--- config.mk ---
export PLATFORM = sky130hd
export DESIGN_NAME = seq_mul_add8_flat
export DESIGN_NICKNAME = d
export VERILOG_FILES = /design/src/rtl/seq_mul_add8_if.sv /design/src/rtl/seq_mul_add8.sv /design/src/flat_wrapper.sv
export SDC_FILE = /design/constraint.sdc
export NUM_CORES = 1
export LEC_CHECK = 0
export ABC_AREA = 1
export ABC_CLOCK_PERIOD_IN_PS = 6500
export CORE_MARGIN = 3
export CORE_UTILIZATION = 60
export CTS_BUF_LIST = sky130_fd_sc_hd__clkbuf_4
export DETAILED_ROUTE_END_ITERATION = 8
export GPL_ROUTABILITY_DRIVEN = 0
export HOLD_SLACK_MARGIN = 0.12
export PLACE_DENSITY_LB_ADDON = 0.08
export SETUP_SLACK_MARGIN = 0.15
export SYNTH_ARGS = -nofsm -noshare
export SYNTH_HDL_FRONTEND = slang
export SYNTH_SLANG_ARGS = --single-unit
--- constraint.sdc ---
create_clock -name clk -period 6.5 [get_ports clk]
set_input_delay 0.975 -clock clk [delete_from_list [all_inputs] [get_ports clk]]
set_output_delay 0.975 -clock clk [all_outputs]
set_load 0.01 [all_outputs]
--- src/rtl/seq_mul_add8_if.sv ---
// Handshake and data bundle for seq_mul_add8: operand triple in, product out.
// The slave modport is the multiplier side, master is the producer/consumer side.
interface seq_mul_add8_if #(
  parameter int WIDTH = 8
);
  logic               in_valid;
  logic               in_ready;
  logic [WIDTH-1:0]   quot;
  logic [WIDTH-1:0]   rop;
  logic [WIDTH-1:0]   mod;
  logic               out_valid;
  logic               out_ready;
  logic [2*WIDTH-1:0] prod;
  logic [WIDTH-1:0]   lop;
  logic               ovf;
  logic               mod_err;

  modport slave (
    input  in_valid, quot, rop, mod, out_ready,
    output in_ready, out_valid, prod, lop, ovf, mod_err
  );

  modport master (
    output in_valid, quot, rop, mod, out_ready,
    input  in_ready, out_valid, prod, lop, ovf, mod_err
  );
endinterface

--- src/rtl/seq_mul_add8.sv ---
// Iterative shift-add unit: prod = quot * rop + mod, one multiplier bit per cycle.
// Optional remainder consistency flag enabled by defining SEQ_MUL_ADD_CHECK_EN.
module seq_mul_add8 #(
  parameter int WIDTH = 8
) (
  input  logic              clk,
  input  logic              reset,
  seq_mul_add8_if.slave     bus,
  output logic [1:0]        o_state
);
  // Handshake: a transfer happens on an edge where valid and ready are both 1;
  // valid never waits on ready, and operands/results stay stable until transfer.
  localparam int CW = (WIDTH > 1) ? $clog2(WIDTH) : 1;
  localparam logic [CW-1:0] LAST = CW'(WIDTH - 1);

  typedef enum logic [1:0] {
    S_IDLE = 2'd0,
    S_BUSY = 2'd1,
    S_DONE = 2'd2
  } state_t;

  state_t               r_state;
  state_t               w_next;
  logic [2*WIDTH-1:0]   r_acc;
  logic [2*WIDTH-1:0]   r_mcand;
  logic [WIDTH-1:0]     r_mplr;
  logic [CW-1:0]        r_cnt;
  logic [2*WIDTH-1:0]   r_prod;
  logic [2*WIDTH-1:0]   w_acc_next;
  logic                 w_last;

  assign w_acc_next = r_acc + (r_mplr[0] ? r_mcand : '0);
  assign w_last     = (r_cnt == LAST);

  always_ff @(posedge clk or posedge reset) begin
    if (reset) r_state <= S_IDLE;
    else       r_state <= w_next;
  end

  always_comb begin
    w_next = r_state;
    case (r_state)
      S_IDLE:  if (bus.in_valid)  w_next = S_BUSY;
      S_BUSY:  if (w_last)        w_next = S_DONE;
      S_DONE:  if (bus.out_ready) w_next = S_IDLE;
      default: w_next = S_IDLE;
    endcase
  end

  always_ff @(posedge clk or posedge reset) begin
    if (reset) begin
      r_acc   <= '0;
      r_mcand <= '0;
      r_mplr  <= '0;
      r_cnt   <= '0;
      r_prod  <= '0;
    end else begin
      case (r_state)
        S_IDLE: if (bus.in_valid) begin
          r_acc   <= {{WIDTH{1'b0}}, bus.mod};
          r_mcand <= {{WIDTH{1'b0}}, bus.rop};
          r_mplr  <= bus.quot;
          r_cnt   <= '0;
        end
        S_BUSY: begin
          r_acc   <= w_acc_next;
          r_mcand <= r_mcand << 1;
          r_mplr  <= r_mplr >> 1;
          r_cnt   <= r_cnt + 1'b1;
          if (w_last) r_prod <= w_acc_next;
        end
        default: ;
      endcase
    end
  end

`ifdef SEQ_MUL_ADD_CHECK_EN
  // A valid divide always yields rop != 0 and mod < rop.
  logic r_chk;
  always_ff @(posedge clk or posedge reset) begin
    if (reset)                              r_chk <= 1'b0;
    else if (r_state == S_IDLE && bus.in_valid)
      r_chk <= (bus.rop == '0) || (bus.mod >= bus.rop);
  end
  assign bus.mod_err = (r_state == S_DONE) && r_chk;
`else
  assign bus.mod_err = 1'b0;
`endif

  assign bus.in_ready  = (r_state == S_IDLE);
  assign bus.out_valid = (r_state == S_DONE);
  assign bus.prod      = r_prod;
  assign bus.lop       = r_prod[WIDTH-1:0];
  assign bus.ovf       = |r_prod[2*WIDTH-1:WIDTH];
  assign o_state       = r_state;
endmodule
--- src/flat_wrapper.sv ---
// flat-port wrapper written by rule: the top's interface ports become plain ports
module seq_mul_add8_flat 
#(
  parameter int WIDTH = 8
)
  (clk, reset, o_state, bus_in_valid, bus_quot, bus_rop, bus_mod, bus_out_ready, bus_in_ready, bus_out_valid, bus_prod, bus_lop, bus_ovf, bus_mod_err);
  seq_mul_add8_if #(.WIDTH(WIDTH)) bus_i ();
  input  logic clk;
  input  logic reset;
  output logic [1:0] o_state;
  input wire logic [$bits(bus_i.in_valid)-1:0] bus_in_valid;
  input wire logic [$bits(bus_i.quot)-1:0] bus_quot;
  input wire logic [$bits(bus_i.rop)-1:0] bus_rop;
  input wire logic [$bits(bus_i.mod)-1:0] bus_mod;
  input wire logic [$bits(bus_i.out_ready)-1:0] bus_out_ready;
  output wire logic [$bits(bus_i.in_ready)-1:0] bus_in_ready;
  output wire logic [$bits(bus_i.out_valid)-1:0] bus_out_valid;
  output wire logic [$bits(bus_i.prod)-1:0] bus_prod;
  output wire logic [$bits(bus_i.lop)-1:0] bus_lop;
  output wire logic [$bits(bus_i.ovf)-1:0] bus_ovf;
  output wire logic [$bits(bus_i.mod_err)-1:0] bus_mod_err;
  assign bus_i.in_valid = bus_in_valid;
  assign bus_i.quot = bus_quot;
  assign bus_i.rop = bus_rop;
  assign bus_i.mod = bus_mod;
  assign bus_i.out_ready = bus_out_ready;
  assign bus_in_ready = bus_i.in_ready;
  assign bus_out_valid = bus_i.out_valid;
  assign bus_prod = bus_i.prod;
  assign bus_lop = bus_i.lop;
  assign bus_ovf = bus_i.ovf;
  assign bus_mod_err = bus_i.mod_err;
  seq_mul_add8 #(.WIDTH(WIDTH)) u_core (.clk(clk), .reset(reset), .bus(bus_i), .o_state(o_state));
endmodule
==> results of run 1 <==
per-stage QoR:
step	worst slack [ps]	power [mW]	hold WS [ps]	util	instance area, sq um
final	3740	2.07	486	0.742	4190
after global routing	3610	2.26	520	0.742	4190
after CTS	3740	2.06	493	0.742	4190
after detailed placement	3780	1.85	475	0.725	4090
after global placement	3870	1.81	468	0.725	4090
after floorplan	4010	1.52	450	-	3580
metal layers:
layer | vias to the layer above | GRT usage | routed length [um]
met5 | - | 0 | 0
met4 | 0 | 0.0996 | 157
met3 | 17 | 0.0288 | 494
met2 | 110 | 0.345 | 3330
met1 | 1423 | 0.322 | 3660
li1 | 1620 | - | -
worst reg2reg max path, cell delays in order (launching register included):
cell and delay [ps]:
sky130_fd_sc_hd__dfrtp_1 450, sky130_fd_sc_hd__nor2_4 660, sky130_fd_sc_hd__inv_2 450, sky130_fd_sc_hd__nand2_4 380, sky130_fd_sc_hd__inv_2 300, sky130_fd_sc_hd__a22oi_1 220, sky130_fd_sc_hd__o21ai_0 110
registers in the layout, indices dropped and copies added (netlist names):
| name | flops |
|---|---|
| u_core.r_mcand | 16 |
| u_core.o_state | 2 |
| u_core.r_acc | 16 |
| u_core.bus.prod | 16 |
| u_core.r_mplr | 8 |
| u_core.r_cnt | 3 |
cells in the mapped netlist:
master	number	area (sq um)
sky130_fd_sc_hd__nand3b_1	2	15.0
sky130_fd_sc_hd__xnor2_1	4	35.0
sky130_fd_sc_hd__dfrtp_1	61	1530
sky130_fd_sc_hd__o22ai_1	8	50.1
sky130_fd_sc_hd__nand3_1	27	135
sky130_fd_sc_hd__o21ai_1	9	45.0
sky130_fd_sc_hd__nand2_4	1	11.3
sky130_fd_sc_hd__nand2_2	1	6.26
sky130_fd_sc_hd__nor3_1	3	15.0
sky130_fd_sc_hd__clkbuf_1	9	33.8
sky130_fd_sc_hd__buf_6	1	11.3
sky130_fd_sc_hd__o31ai_1	1	7.51
sky130_fd_sc_hd__inv_1	65	244
sky130_fd_sc_hd__a32o_1	1	10.0
sky130_fd_sc_hd__o211ai_1	2	15.0
sky130_fd_sc_hd__nand2_1	169	634
sky130_fd_sc_hd__a21oi_1	13	65.1
sky130_fd_sc_hd__xor2_1	3	26.3
sky130_fd_sc_hd__buf_4	12	90.1
sky130_fd_sc_hd__ha_1	17	213
sky130_fd_sc_hd__conb_1	1	3.75
sky130_fd_sc_hd__buf_2	3	15.0
sky130_fd_sc_hd__or2_2	1	6.26
sky130_fd_sc_hd__a22o_1	2	17.5
sky130_fd_sc_hd__a22oi_1	2	15.0
sky130_fd_sc_hd__inv_2	3	11.3
sky130_fd_sc_hd__nor2_1	34	128
sky130_fd_sc_hd__o21ai_0	30	150
sky130_fd_sc_hd__nor2_4	1	11.3
sky130_fd_sc_hd__fa_1	1	20.0
sky130_fd_sc_hd__nor4_1	2	12.5
cells by family (layout without fill, tap and decap cells):
| kind of cell | Yosys count | count (layout) | synth area share |
|---|---|---|---|
| and+or+nand+nor | 241 | 241 | 0.272 |
| buffers and inverters | 93 | 141 | 0.113 |
| AOI/OAI and AO/OA | 68 | 68 | 0.105 |
| DFF | 61 | 61 | 0.426 |
| adders and majority gates | 18 | 18 | 0.0650 |
| xor gates and xnor gates | 7 | 7 | 0.0171 |
| other | 1 | 1 | 0.00105 |
power breakdown:
part | internal (mW) | total [mW] | switching (mW)
clock network | 0.0721 | 0.210 | 0.138
logic | 0.478 | 1.18 | 0.701
registers | 0.552 | 0.676 | 0.124
total | 1.10 | 2.07 | 0.963
area by class of cell:
class / instances / area share
clock inverters: 7 / 0.00777
well taps: 72 / 0.0215
repair buffers: 57 / 0.136
clock buffers: 9 / 0.0161
multi-input cells: 335 / 0.393
flip-flops and latches: 61 / 0.365
inverters: 68 / 0.0610
final timing paths:
check,end,slack [ps],cells after the start
hold reg to reg,u_core.r_cnt[0],490,1
hold / removal,u_core.r_cnt[0],490,1
setup / recovery,bus_in_ready,3740,2
setup reg to reg,u_core.r_mcand[2],3820,6
max in group asynchronous,u_core.r_mcand[5],4920,3
min in group asynchronous,u_core.bus.prod[0],1090,3
==> PnR_summary.wiki, run 1 <==
{| class="wikitable"
! Metric !! Value
|-
| Unrepaired setup endpoints after global routing || false
|-
| Worst reg2reg path startpoint || u_core.o_state[1]
|-
| Via count normalized by instance count || 5.21
|-
| Skew-Pair Late Insertion Delay || 410 ps
|-
| Required @ worst endpoint || roughly 5500 ps
|-
| Die footprint || ~6900 sq um
|-
| Initial antenna violation count || 0
|-
| Maximum number of pins on one net before global-route repair || between 60 and 70
|-
| Crit path arrival time || between 1500 and 2000 ps
|-
| Gate count after technology mapping || a little under 500
|-
| Headroom to the max-slew limit || 0.460
|-
| Reported max-cap violation count || 0
|-
| Clk root buf || sky130_fd_sc_hd__clkbuf_4
|-
| Net Count, Synth || 535
|-
| Total negative setup slack || 0 ps
|-
| Setup-failing EPs final || 0
|-
| Leading cell types in the layout, fill and taps excluded || sky130_fd_sc_hd__nand2_1, sky130_fd_sc_hd__inv_1, sky130_fd_sc_hd__dfrtp_1
|-
| Critical-path maximum fanout || 6
|-
| GRT Residual Overflow || 0
|-
| Cell variety after synth || 31
|-
| Startpoint Class || flip-flop
|-
| Part of the Yosys area used for sequential elements || 0.426
|-
| Combined area of the multi-input logic cells || approximately 1600 sq um
|-
| Total clock buffers created by CTS || 9
|-
| Total GRT Usage || 0.226
|-
| Total half-perimeter wirelength after legalization and detailed placement || 5600 um
|-
| Final Critical Period || 2760 ps
|-
| CP Capture Type || primary output
|-
| Standard cell core area || approximately 5600 sq um
|-
| Clock Pin Slew Worst Setup and Hold Paths || around 100 ps
|-
| Largest stage delay on the critical path || roughly 610 ps
|-
| Total buffers and inverters traversed by the critical path || 1
|-
| Crit path from || u_core.o_state[1]
|-
| DRC violation total after the first TritonRoute iteration || between 200 and 250
|-
| Commonest non-fill, non-tap cell in the layout || sky130_fd_sc_hd__nand2_1
|-
| Max IR drop VDD || 311 uV
|-
| DR pass1 iterations || 5
|-
| Post-CTS sizing || 0
|-
| Family with the most delay on the worst path || buffers and inverters
|-
| Final-report max-slew violation count || 0
|-
| Cells along the critical path || nor2_1, clkdlybuf4s50_1
|-
| Number of nets with antenna violations after routing || 0
|-
| Top-Level Pins || a little under 60
|-
| Leakage dissipation || approximately 2.3 nW
|-
| First-pass GRT wire length || between 10000 and 15000 um
|-
| Post-layout nets || a little under 600
|-
| Max stage delay cell, worst path || sky130_fd_sc_hd__clkdlybuf4s50_1
|-
| Final routed wire length divided by cell count || 12.6 um
|-
| Effective utilization at floorplan || 0.635
|-
| CTS hold repair buffers || 0
|-
| CTS sink cnt || 61
|-
| Floorplan die height || 83.2 um
|-
| Total number of yosys warnings || 0
|-
| Hold Vio Cnt, Final || 0
|-
| Ratio of cells with drive above 1 in the final layout || 0.0391
|-
| Summed instance area of the synthesized netlist || ~3600 sq um
|-
| Count of H-tree levels built during CTS || 3
|-
| Die Wd || around 83 um
|-
| Tightest Hold Check Type || flip-flop to flip-flop
|-
| Drt drc || 0
|-
| Fin crit share || 0.425
|-
| Register bit total from synthesis || 61
|-
| Number of global-route vias before repair || about 2800
|-
| FF/Latch Area || between 1500 and 2000 sq um
|-
| TritonCTS clock tree || done
|-
| Max frequency || between 300 and 400 MHz
|-
| Final antenna diode count || 0
|-
| Source of the worst hold timing path || u_core.r_cnt[0]
|-
| CP Class || flip-flop to primary output
|-
| Count of buffers added by post-CTS timing repair for setup || 0
|-
| CTS Buffer Depth || 2
|-
| Synth-to-Final Area Change || 17.0%
|-
| Number of cells in the finished layout apart from fillers || a little over 600
|-
| Filler cell count in the final layout || 460
|-
| I/O Buffers || between 50 and 60
|-
| Final wirelength || around 7600 um
|-
| Worst-Margin Slew || 807 ps
|-
| Pwr dens || roughly 490 nW/um^2
|-
| # placed instances || 593
|-
| Avg Cell Area, Syn || 7.32 sq um
|-
| Via Count || between 3000 and 4000
|-
| Worst clock skew on the final layout || slightly above 8 ps
|-
| FP Rows || 27
|-
| Run status || finished clean
|}
Note: power is estimated with default switching activity, not from simulation.
==> run 2, diff against run 1 <==
--- a/config.mk
+++ b/config.mk
@@ -6,9 +6,9 @@
 export NUM_CORES = 1
 export LEC_CHECK = 0
 export ABC_AREA = 1
-export ABC_CLOCK_PERIOD_IN_PS = 6500
+export ABC_CLOCK_PERIOD_IN_PS = 2400
 export CORE_MARGIN = 3
-export CORE_UTILIZATION = 60
+export CORE_UTILIZATION = 50
 export CTS_BUF_LIST = sky130_fd_sc_hd__clkbuf_4
 export DETAILED_ROUTE_END_ITERATION = 8
 export GPL_ROUTABILITY_DRIVEN = 0
==> constraint.sdc (replaced) <==
create_clock -name clk -period 2.4 [get_ports clk]
set_input_delay 0.36 -clock clk [delete_from_list [all_inputs] [get_ports clk]]
set_output_delay 0.36 -clock clk [all_outputs]
set_load 0.01 [all_outputs]
==> PnR_summary.wiki, run 2 (synthesized netlist as in run 1, its figures left out) <==
{| class="wikitable"
! Metric !! Value
|-
| Run status || finished clean
|-
| Total half-perimeter wirelength after legalization and detailed placement || 5930 um (+5.9%)
|-
| Final antenna diode count || 0 (unchanged)
|-
| Critical-path maximum fanout || 6 (unchanged)
|-
| Reported max-cap violation count || 0 (unchanged)
|-
| Count of H-tree levels built during CTS || 3 (unchanged)
|-
| Crit path arrival time || 1660 ps (-120 ps)
|-
| Cells along the critical path || nor2_1, buf_4, clkdlybuf4s50_1
|-
| Effective utilization at floorplan || 0.521 (-0.113)
|-
| I/O Buffers || 56 (unchanged)
|-
| Headroom to the max-slew limit || 0.619 (+0.159)
|-
| Hold Vio Cnt, Final || 0 (unchanged)
|-
| Total GRT Usage || 0.204 (-0.0213)
|-
| Final routed wire length divided by cell count || 12.2 um (-2.5%)
|-
| Commonest non-fill, non-tap cell in the layout || sky130_fd_sc_hd__nand2_1
|-
| CP Capture Type || primary output
|-
| Max IR drop VDD || 492 uV (+58%)
|-
| Startpoint Class || flip-flop
|-
| Number of global-route vias before repair || 3010 (+6.1%)
|-
| Required @ worst endpoint || 2040 ps (-3480 ps)
|-
| Drt drc || 0 (unchanged)
|-
| Pwr dens || 1310 nW/um^2 (+170%)
|-
| Skew-Pair Late Insertion Delay || 410 ps (about the same)
|-
| Clk root buf || sky130_fd_sc_hd__clkbuf_4
|-
| FP Rows || 30 (+11%)
|-
| CP Class || flip-flop to primary output
|-
| Clock Pin Slew Worst Setup and Hold Paths || 100 ps (about the same)
|-
| Worst-Margin Slew || 570 ps (-237 ps)
|-
| Max stage delay cell, worst path || sky130_fd_sc_hd__clkdlybuf4s50_1
|-
| Synth-to-Final Area Change || 19.7%
|-
| Total clock buffers created by CTS || 9 (unchanged)
|-
| Largest stage delay on the critical path || 550 ps (-60 ps)
|-
| Count of buffers added by post-CTS timing repair for setup || 0 (unchanged)
|-
| Ratio of cells with drive above 1 in the final layout || 0.0552 (+0.0161)
|-
| First-pass GRT wire length || 13700 um (+7.4%)
|-
| Max frequency || around 500 MHz
|-
| Final wirelength || 7820 um (+2.3%)
|-
| Initial antenna violation count || 0 (unchanged)
|-
| TritonCTS clock tree || done
|-
| CTS Buffer Depth || 2 (unchanged)
|-
| Post-route worst hold slack || 182 ps (-303 ps)
|-
| Via Count || 3121 (-1.5%)
|-
| DRC violation total after the first TritonRoute iteration || 205 (-12%)
|-
| Post-CTS sizing || 0 (unchanged)
|-
| Setup-failing EPs final || 0 (unchanged)
|-
| Tightest Hold Check Type || primary input to asynchronous set/reset pin
|-
| Final-report max-slew violation count || 0 (unchanged)
|-
| Final Critical Period || roughly 2000 ps
|-
| Filler cell count in the final layout || 664 (+44%)
|-
| GRT Residual Overflow || 0 (unchanged)
|-
| Via count normalized by instance count || 4.88 (-6.2%)
|-
| Standard cell core area || 6870 sq um (+22%)
|-
| Post-layout nets || 585 (+1.2%)
|-
| Top-Level Pins || 58 (unchanged)
|-
| DR pass1 iterations || 4 (-1)
|-
| CTS hold repair buffers || 0 (unchanged)
|-
| Unrepaired setup endpoints after global routing || false
|-
| CTS sink cnt || 61 (unchanged)
|-
| Number of nets with antenna violations after routing || 0 (unchanged)
|-
| Floorplan die height || 90.6 um (+8.9%)
|-
| Fin crit share || 0.842
|-
| Worst clock skew on the final layout || 12.9 ps (+4.87 ps)
|-
| Maximum number of pins on one net before global-route repair || 35 (-44%)
|-
| Leakage dissipation || 2.32 nW (+2.0%)
|-
| Leading cell types in the layout, fill and taps excluded || sky130_fd_sc_hd__nand2_1, sky130_fd_sc_hd__inv_1, sky130_fd_sc_hd__dfrtp_1
|-
| Die footprint || 8210 sq um (+19%)
|-
| Total negative setup slack || 0 ps (unchanged)
|-
| Die Wd || 90.6 um (+8.9%)
|}
run 2: changes by cell type in the layout (fill, tap and decap cells not counted):
cell / previous run / this run
sky130_fd_sc_hd__buf_12: 0 / 1
sky130_fd_sc_hd__buf_4: 1 / 7
sky130_fd_sc_hd__clkbuf_4: 9 / 12
sky130_fd_sc_hd__clkinv_1: 4 / 1
sky130_fd_sc_hd__clkinvlp_4: 1 / 0
run 2: path summary, 6_finish.rpt:
| check | start | endpoint | slack [ps] | depth (start not counted) |
|---|---|---|---|---|
| max in group asynchronous | reset | u_core.bus.prod[10] | 1700 | 3 |
| hold reg to reg | u_core.r_cnt[0] | u_core.r_cnt[0] | 480 | 1 |
| min in group clk | u_core.r_cnt[0] | u_core.r_cnt[0] | 480 | 1 |
| setup reg to reg | u_core.r_mcand[0] | u_core.r_acc[10] | 400 | 12 |
| hold / removal | reset | u_core.bus.prod[0] | 180 | 2 |
| setup / recovery | u_core.o_state[0] | bus_in_ready | 380 | 3 |
run 2: where the power goes:
part           switching (mW)  internal (mW)  total [mW]
registers               0.308           1.50        1.80
logic                    1.89           1.35        3.24
clock network           0.344          0.236       0.581
run 2: cell type report:
type,count,area [sq um],area share
multi-input cells,335,1650,0.384
flip-flops and latches,61,1530,0.356
repair buffers,64,633,0.148
inverters,68,255,0.0595
well taps,96,120,0.0280
clock buffers,12,90.1,0.0210
clock inverters,3,13.8,0.00321
run 2: through the flow:
step | setup slack (ps) | total power, mW | utilization | std cells | area (sq um)
2_1_floorplan | 312 | 4.12 | - | 489 | 3580
3_5_place_dp | 439 | 5.07 | 0.609 | 624 | 4180
5_1_grt | 154 | 6.23 | 0.624 | 639 | 4290
6_report | 380 | 5.63 | 0.624 | 639 | 4290
4_1_cts | 356 | 5.66 | 0.624 | 639 | 4290
3_3_place_gp | 414 | 5.01 | 0.609 | 624 | 4180
run 2: critical path, delay by kind of cell (launching register included):
| family | cells | cell delay, ps |
|---|---|---|
| buf+inv | 2 | 690 |
| simple gates | 1 | 120 |
| flops | 1 | 440 |
run 2: per-layer routing:
metal | global-route usage | wire (um) | part of all wire
met1 | 0.294 | 3940 | 0.50
met2 | 0.303 | 3310 | 0.42
met3 | 0.0367 | 454 | 0.058
met4 | 0.0829 | 116 | 0.015
met5 | 0 | 0 | 0
==> run 3, diff against run 2 <==
--- a/config.mk
+++ b/config.mk
@@ -6,9 +6,9 @@
 export NUM_CORES = 1
 export LEC_CHECK = 0
 export ABC_AREA = 1
-export ABC_CLOCK_PERIOD_IN_PS = 2400
+export ABC_CLOCK_PERIOD_IN_PS = 2000
 export CORE_MARGIN = 3
-export CORE_UTILIZATION = 50
+export CORE_UTILIZATION = 56
 export CTS_BUF_LIST = sky130_fd_sc_hd__clkbuf_4
 export DETAILED_ROUTE_END_ITERATION = 8
 export GPL_ROUTABILITY_DRIVEN = 0
==> constraint.sdc (replaced) <==
create_clock -name clk -period 2 [get_ports clk]
set_input_delay 0.3 -clock clk [delete_from_list [all_inputs] [get_ports clk]]
set_output_delay 0.3 -clock clk [all_outputs]
set_load 0.01 [all_outputs]
==> PnR_summary.wiki, run 3 (synthesized netlist as in run 1, its figures left out) <==
{| class="wikitable"
! Metric !! Value
|-
| Tightest Hold Check Type || primary input to asynchronous set/reset pin
|-
| Headroom to the max-slew limit || 0.605 (-0.0141)
|-
| Via count normalized by instance count || 5.65 (+16%)
|-
| Largest stage delay on the critical path || 450 ps (-100 ps)
|-
| Overall power || 8.37 mW (+49%)
|-
| Drt drc || 0 (unchanged)
|-
| Ratio of cells with drive above 1 in the final layout || 0.225 (+0.170)
|-
| Via Count || 3560 (+14%)
|-
| Setup slack after layout || 63.2 ps (-317 ps)
|-
| Setup-failing EPs final || 0 (unchanged)
|-
| CP Class || flip-flop to flip-flop
|-
| Required @ worst endpoint || 2310 ps (+270 ps)
|-
| Int Power || 4.50 mW (+46%)
|-
| Total clock buffers created by CTS || 9 (unchanged)
|-
| Floorplan die height || 86.0 um (-5.1%)
|-
| First-pass GRT wire length || 14500 um (+5.9%)
|-
| Crit path from || u_core.r_mplr[0]
|-
| Total half-perimeter wirelength after legalization and detailed placement || 5980 um (+0.95%)
|-
| Number of cells in the finished layout apart from fillers || 630 (-1.4%)
|-
| Leakage dissipation || 2.40 nW (+3.6%)
|-
| Post-layout nets || 596 (+1.9%)
|-
| Leading cell types in the layout, fill and taps excluded || sky130_fd_sc_hd__nand2_1, sky130_fd_sc_hd__dfrtp_1, sky130_fd_sc_hd__inv_1
|-
| Switching Power || 3.87 mW (+52%)
|-
| Fin crit share || 0.968
|-
| Final Critical Period || 1940 ps
|-
| Critical-path maximum fanout || 10 (+4)
|-
| Max frequency || around 520 MHz
|-
| CP Capture Type || flip-flop
|-
| Clock Pin Slew Worst Setup and Hold Paths || 110 ps (about the same)
|-
| CTS Buffer Depth || 2 (unchanged)
|-
| Commonest non-fill, non-tap cell in the layout || sky130_fd_sc_hd__nand2_1
|-
| Max IR drop VDD || 963 uV (+96%)
|-
| DP Worst Slack || 45.3 ps (-393 ps)
|-
| DRC violation total after the first TritonRoute iteration || 292 (+42%)
|-
| TritonCTS clock tree || done
|-
| Number of global-route vias before repair || 3150 (+4.7%)
|-
| Part of the total power dissipated in sequential elements || 0.271 (-0.050)
|-
| Total GRT Usage || 0.250 (+0.0456)
|-
| Effective utilization at floorplan || 0.591 (+0.0695)
|-
| I/O Buffers || 56 (unchanged)
|-
| Crit path arrival time || 2250 ps (+590 ps)
|-
| # placed instances || 605 (-3.0%)
|-
| Standard cell core area || 6060 sq um (-12%)
|-
| Maximum number of pins on one net before global-route repair || 62 (+77%)
|-
| Max stage delay cell, worst path || sky130_fd_sc_hd__dfrtp_2
|-
| Final wirelength || 9550 um (+22%)
|-
| Synth-to-Final Area Change || 33.5%
|-
| Clock network power share || 0.100 (-0.003)
|-
| Logic depth of the worst register-to-register path || 13 (+1)
|-
| FP Rows || 28 (-6.7%)
|-
| Pwr dens || 1750 nW/um^2 (+33%)
|-
| Initial antenna violation count || 0 (unchanged)
|-
| Cells along the critical path || buf_6, nand2_1, inv_1, ha_4, nand2_1, inv_2, nand2_1, nor3_2, nand2_1, nand2_1, nand2_1, nand3_1, nand2_1
|-
| DR pass1 iterations || 7 (+3)
|-
| Final routed wire length divided by cell count || 15.2 um (+24%)
|-
| Run status || finished clean
|-
| Unrepaired setup endpoints after global routing || true
|-
| Hold Vio Cnt, Final || 0 (unchanged)
|-
| Worst reg2reg path startpoint || u_core.r_mplr[0]
|-
| Final-report max-slew violation count || 0 (unchanged)
|-
| Final antenna diode count || 0 (unchanged)
|-
| Number of nets with antenna violations after routing || 0 (unchanged)
|-
| Count of H-tree levels built during CTS || 3 (unchanged)
|-
| GRT Residual Overflow || 0 (unchanged)
|-
| Switch share || 0.462 (+0.00980)
|-
| Fraction of power consumed by combinational cells || 0.628 (+0.052)
|-
| Die footprint || 7390 sq um (-10%)
|-
| Die Wd || 86.0 um (-5.1%)
|-
| Clk root buf || sky130_fd_sc_hd__clkbuf_4
|-
| CTS sink cnt || 61 (unchanged)
|-
| Top-Level Pins || 58 (unchanged)
|-
| Skew-Pair Late Insertion Delay || 420 ps (about the same)
|-
| Crit path top cell by count || sky130_fd_sc_hd__nand2_1
|-
| Startpoint Class || flip-flop
|-
| Worst clock skew on the final layout || 19.7 ps (+6.74 ps)
|-
| Reported max-cap violation count || 0 (unchanged)
|-
| Worst-Margin Slew || 591 ps (+21.1 ps)
|-
| Post-layout util || 0.789 (+0.165)
|-
| Post-route worst hold slack || 260 ps (+77.3 ps)
|}
==> run 3: power groups by stage <==
stage | Combinational [mW] | Clock (mW) | Sequential (mW)
finish | 5.26 | 0.840 | 2.27
global route | 5.71 | 0.908 | 2.35
CTS | 4.36 | 0.851 | 2.24
detailed placement | 3.98 | 0 | 2.21
global placement | 3.85 | 0 | 2.19
floorplan | 2.82 | 0 | 2.17
==> run 3: path summary, 6_finish.rpt <==
| path | endpoint | slack [ps] |
|---|---|---|
| max in group asynchronous | u_core.r_mplr[0] | 1470 |
| min in group clk | u_core.r_mcand[2] | 440 |
| max reg2reg | u_core.bus.prod[14] | 60 |
| min | u_core.r_acc[2] | 260 |
| min reg2reg | u_core.r_cnt[0] | 490 |
| max | u_core.bus.prod[14] | 60 |
==> run 3: final cells by class <==
| class | instances | area, sq um |
|---|---|---|
| fillers | 400 | 1280 |
| well taps | 75 | 93.8 |
| multi-input cells | 335 | 2050 |
| inverters | 68 | 255 |
| clock buffers | 11 | 82.6 |
| flip-flops and latches | 61 | 1530 |
| repair buffers | 75 | 716 |
| clock inverters | 5 | 51.3 |
==> run 3: worst max-delay path, delay by kind of cell (launching register included) <==
family	cells	cell delay (ps)
and+or+nand+nor	9	790
DFF	1	450
buffers and inverters	3	290
adders and majority gates	1	290
==> run 3: routing by layer <==
| layer | global-route usage | share of wire |
|---|---|---|
| met1 | 0.344 | 0.42 |
| met2 | 0.390 | 0.47 |
| met3 | 0.0365 | 0.076 |
| met4 | 0.115 | 0.033 |
| met5 | 0 | 0 |
==> run 3: timing repair <==
| action | CTS | global route |
|---|---|---|
| cloned | 0 | 0 |
| hold buffers | 0 | 0 |
| pin swaps | 5 | 20 |
| setup buffers | 2 | 7 |
| gates resized for setup | 25 | 67 |
| endpoints found under the setup margin | 20 | 28 |
==> run 3: through the flow <==
step / instance area (sq um) / TNS (ps)
floorplan: 3610 / 0
global placement: 4180 / 0
detailed placement: 4180 / 0
CTS: 4500 / 0
global route: 4780 / -116
finish: 4780 / 0
